`src/rtl/accumulator.sv`:
```
// Sums COUNT unsigned WIDTH-bit operands per block, sticky carry-out flag.
// Latency: result valid 1 cycle after the COUNT-th accepted operand.
// Backpressure: result held while out_ready=0; in_ready low until result taken (1-cycle bubble).
module accumulator #(
    parameter int WIDTH = 8,
    parameter int COUNT = 4
) (
    input  logic             clk,
    input  logic             rst_n,
    input  logic             in_valid,
    output logic             in_ready,
    input  logic [WIDTH-1:0] in_data,
    output logic             out_valid,
    input  logic             out_ready,
    output logic [WIDTH-1:0] out_sum,
    output logic             out_overflow
);

    localparam int CW = $clog2(COUNT + 1);

    typedef enum logic {
        ST_ACCUM = 1'b0,
        ST_DONE  = 1'b1
    } state_t;

    state_t           r_state;
    state_t           w_state_nxt;
    logic [CW-1:0]    r_count;
    logic [WIDTH-1:0] r_acc;
    logic             r_ovf;
    logic             r_in_ready;
    logic             r_out_valid;

    logic             w_in_xfer;
    logic             w_out_xfer;
    logic             w_last;
    logic             w_first;
    logic [WIDTH:0]   w_sum;

    // Handshakes qualify on the registered ready/valid, so nothing is accepted
    // on the first edge after reset or on the edge the result leaves.
    assign w_in_xfer  = in_valid & r_in_ready;
    assign w_out_xfer = r_out_valid & out_ready;
    assign w_first    = (r_count == '0);
    assign w_last     = w_in_xfer && (r_count == CW'(COUNT - 1));
    assign w_sum      = {1'b0, r_acc} + {1'b0, in_data};

    // State register.
    always_ff @(posedge clk or negedge rst_n) begin
        if (!rst_n) begin
            r_state <= ST_ACCUM;
        end else begin
            r_state <= w_state_nxt;
        end
    end

    // Next-state: close the block on its last operand, reopen on result handshake.
    always_comb begin
        w_state_nxt = r_state;
        case (r_state)
            ST_ACCUM: if (w_last)     w_state_nxt = ST_DONE;
            ST_DONE:  if (w_out_xfer) w_state_nxt = ST_ACCUM;
            default:                  w_state_nxt = ST_ACCUM;
        endcase
    end

    // Registered handshake outputs follow the next state; in_ready stays low during reset.
    always_ff @(posedge clk or negedge rst_n) begin
        if (!rst_n) begin
            r_in_ready  <= 1'b0;
            r_out_valid <= 1'b0;
        end else begin
            r_in_ready  <= (w_state_nxt == ST_ACCUM);
            r_out_valid <= (w_state_nxt == ST_DONE);
        end
    end

    // Datapath: first operand loads, later ones add with sticky carry; count clears on output.
    always_ff @(posedge clk or negedge rst_n) begin
        if (!rst_n) begin
            r_acc   <= '0;
            r_ovf   <= 1'b0;
            r_count <= '0;
        end else if (w_in_xfer) begin
            if (w_first) begin
                r_acc <= in_data;
                r_ovf <= 1'b0;
            end else begin
                r_acc <= w_sum[WIDTH-1:0];
                r_ovf <= r_ovf | w_sum[WIDTH];
            end
            r_count <= r_count + CW'(1);
        end else if (w_out_xfer) begin
            r_count <= '0;
        end
    end

    assign in_ready     = r_in_ready;
    assign out_valid    = r_out_valid;
    assign out_sum      = r_acc;
    assign out_overflow = r_ovf;

endmodule

```
`config.mk`:
```
export PLATFORM = sky130hd
export DESIGN_NAME = accumulator
export DESIGN_NICKNAME = d
export VERILOG_FILES = /design/src/rtl/accumulator.sv
export SDC_FILE = /design/constraint.sdc
export NUM_CORES = 1
export LEC_CHECK = 0
export ABC_CLOCK_PERIOD_IN_PS = 1900
export CAP_MARGIN = 5
export CORE_MARGIN = 5
export CORE_UTILIZATION = 48
export DETAILED_ROUTE_END_ITERATION = 8
export HOLD_SLACK_MARGIN = 0.05
export PLACE_DENSITY = 0.75
export SLEW_MARGIN = 10
export SYNTH_ARGS = -nofsm -noshare
export SYNTH_HDL_FRONTEND = slang
export SYNTH_SLANG_ARGS = --single-unit
```
`constraint.sdc`:
```
create_clock -name clk -period 1.9 [get_ports clk]
set_input_delay 0.475 -clock clk [delete_from_list [all_inputs] [get_ports clk]]
set_output_delay 0.475 -clock clk [all_outputs]
set_load 0.01 [all_outputs]
```
==> results.md <==
* Port Buffer Count at 22
* Switching fraction of total power at 0.3881
* Crit Path Max Fanout at 2
* Top delay family on crit path: adder cells
* DRC at 0
* Post-layout util at 0.7326
* Initial DRC count at 5
* Seq cells post-synth at 14
* Ys async rst share at 1.000
* Reg2Reg Depth at 9
* Largest family of logic cells by synthesized area: compound AO/OA/AOI/OAI gates
* Post-layout nets at around 170
* Synth unique cells at 34
* Most frequent CP cell: o21ai_1
* Area grow syn2layout at 47.47%
* Fin. Hold Viols at 0
* Initial antenna violation count at 0
* Part of the Yosys area used for sequential elements at 0.3632
* CTS max path bufs at 2
* Clock power frac at 0.074
* Minimum clock period at about 1800 ps
* Combinational share of power at 0.672
* Leakage at about 0.66 nW
* Startpoint Class: input port
* Cells after Synth at roughly 100
* CTS root buffer: clkbuf_4
* Most frequent cells in the layout: buf_4, clkdlybuf4s50_1, dfrtp_1
* TritonCTS clock tree: yes
* Critical path class: input port to flop
* R2r startpoint: out_sum[0]
* Yosys warnings at 0
* Compound-Gate Fraction of Synth Area at 0.2244
* CP endpoint kind: flop
* Xor-xnor portion of the synthesized cell area at 0.01816
* Core Area at around 0.0019 mm2
* Clock transition at the registers of the reported paths at 80 ps
* Hold Buf Count CTS at 0
* Die width at 54.83 um
* GR Util All Layers at 0.1809
* CP Buf/Inv Count at 3
* Int Pwr at around 1.4 mW
* Worst Slack Setup Final at around 86 ps
* Post-Synth Adder-Cell Area at 0.1634
* H-tree levels at 1
* Setup violators final at 0
* Flop pwr share at 0.254
* WP data required at ~2100 ps
* First-pass DRT Iterations at 4
* Crit-path cells: dlygate4sd2_1 -> ha_2 -> inv_1 -> fa_2 -> nor2b_4 -> buf_4 -> o21ai_1 -> a211oi_1 -> a21oi_1 -> o21ai_1
* Vias at approximately 900
* Max Cap Viol at 0
* Synth top area share at 0.3632
* Highest cell delay on the worst timing path at approximately 360 ps
* Tcrit/Tclk final at 0.9549
* Slew headroom at 0.7998
* Die Y at roughly 55 um
* Status: finished clean
* Fraction of layout cells with a size suffix above 1 at 0.2276
* DP Wirelength at approximately 1.8 mm
* Mapped Area at 964.7 um2
* RSZ-0062 raised after global routing: false
* First-pass GRT wire length at ~3.8 mm
* Worst Skew at 2.844 ps
* CTS buffer count at 3
* Psw at approximately 0.86 mW
* Dpl ws at -523.3 ps
* PD cells at around 1600 mW/mm2
* Wire per inst at roughly 13 um
* I/O pin count at 23
* Largest net degree at the start of global routing at 15
* Hold Path Class: input port to async pin
* Top cells by area, synth: dfrtp_1, ha_1, inv_1, nand2_1, a21oi_1
* Final Max Slew Viols at 0
* CP Data Arrival Time at ~2000 ps
* CP max-delay cell: fa_2
* Clk sink count at 14
* Syn Area/Cell at slightly above 9 um2
* Initial Utilization at 0.4968
* Grt peak-use layer: met2
* Post-synth top area cell: dfrtp_1
* Post-synth EDFFs at 0
* Simple-Gate Fraction of Synth Area at 0.1466
* Synth Net Count at roughly 130
* Final ANT Viol Nets at 0
* Peak VDD IR at around 0.00090 V
* GR Util met3 at 0.03815
* Critical Path Stages at 10
* Placer Congestion at between 0.8 and 0.9
* Commonest non-fill, non-tap cell in the layout: buf_4
* Ant diodes at 0
* Fill cells at 148
* Vias in the first global route at 936
* Mux share of post-synthesis cell area at 0.03243
* Die area at 0.003006 mm2
* Vias per cell at roughly 5.2
* Fmax achieved at ~0.55 GHz
* Least-Margin Pin Slew at between 300 and 400 ps
* Met1 Use GR at 0.2120
* Crit path launch: in_data[0]
* Cell Rows at 16
* Post-Route WL at ~2.2 mm
* Skew-Pair Late Insertion Delay at around 270 ps
* GR Overflow Total at 0
* Met2 Use GR at 0.3071
* Top_reg_cell synth: dfrtp_1
## synth_stat cells, types with 3 or more instances
library cell and number:
nand2_1 10, ha_1 11, inv_1 10, and2_1 3, o21a_1 3, nor2b_1 3
nor2_1 5, o21ai_0 7, dfrtp_1 14, a21oi_1 7
## power by group through the flow
stage / clock, mW / sequential (mW) / combinational, mW
after floorplan: 0 / 0.593 / 0.766
after global placement: 0 / 0.550 / 1.33
after detailed placement: 0 / 0.559 / 1.37
after CTS: 0.170 / 0.567 / 1.46
after global routing: 0.190 / 0.585 / 1.65
final: 0.164 / 0.562 / 1.49
## final cells by class
class / count / area, um2 / area share
Multi-Input combinational cell: 77 / 614.3 / 0.4318
Timing Repair Buffer: 41 / 364.1 / 0.2559
Sequential cell: 14 / 350.3 / 0.2463
Inverter: 10 / 37.54 / 0.02639
Tap cell: 27 / 33.78 / 0.02375
Clock buffer: 3 / 22.52 / 0.01583
## metal layers
metal  part of all wire  routed length, um  vias to the layer above
met4              0.010                 23                        0
met3              0.041                 91                        2
li1                   -                  -                      448
met5                  0                  0                        -
met1               0.44                973                      434
met2               0.51               1133                       17
## flip-flops by register name (all words and copies together) (netlist names)
signal / cells
in_ready: 1
out_overflow: 1
out_sum: 8
out_valid: 1
r_count: 3
## path summary, 6_finish.rpt
kind / to / slack, ps
max: out_sum[4] / 90
min: out_sum[5] / 510
max reg2reg: out_sum[4] / 160
min reg2reg: r_count[0] / 530
max in group asynchronous: out_sum[1] / 1220
min in group clk: r_count[0] / 530
## repair_timing
action                                  4_1_cts  5_1_grt
endpoints found under the setup margin        4        3
pin swaps                                     4        3
gates resized for setup                       9        4
setup buffers                                 2        1
## cell families after synthesis
kind of cell,Yosys count
AOI/OAI and AO/OA,32
and+or+nand+nor,28
DFF,14
buffers and inverters,13
adders and majority gates,12
muxes,3
xor gates and xnor gates,2
## per-stage QoR
stage	total power, mW	TNS [ps]	area, um2	instances	hold slack [ps]
final	2.213	0	1423	172	506.2
after CTS	2.196	0	1405	171	516.0
after global routing	2.430	0	1423	172	506.9
after detailed placement	1.930	-2612	1326	166	501.4
after floorplan	1.360	0	964.7	104	179.4
after global placement	1.883	-2263	1326	166	489.3
(Power assumes the default switching activity.)
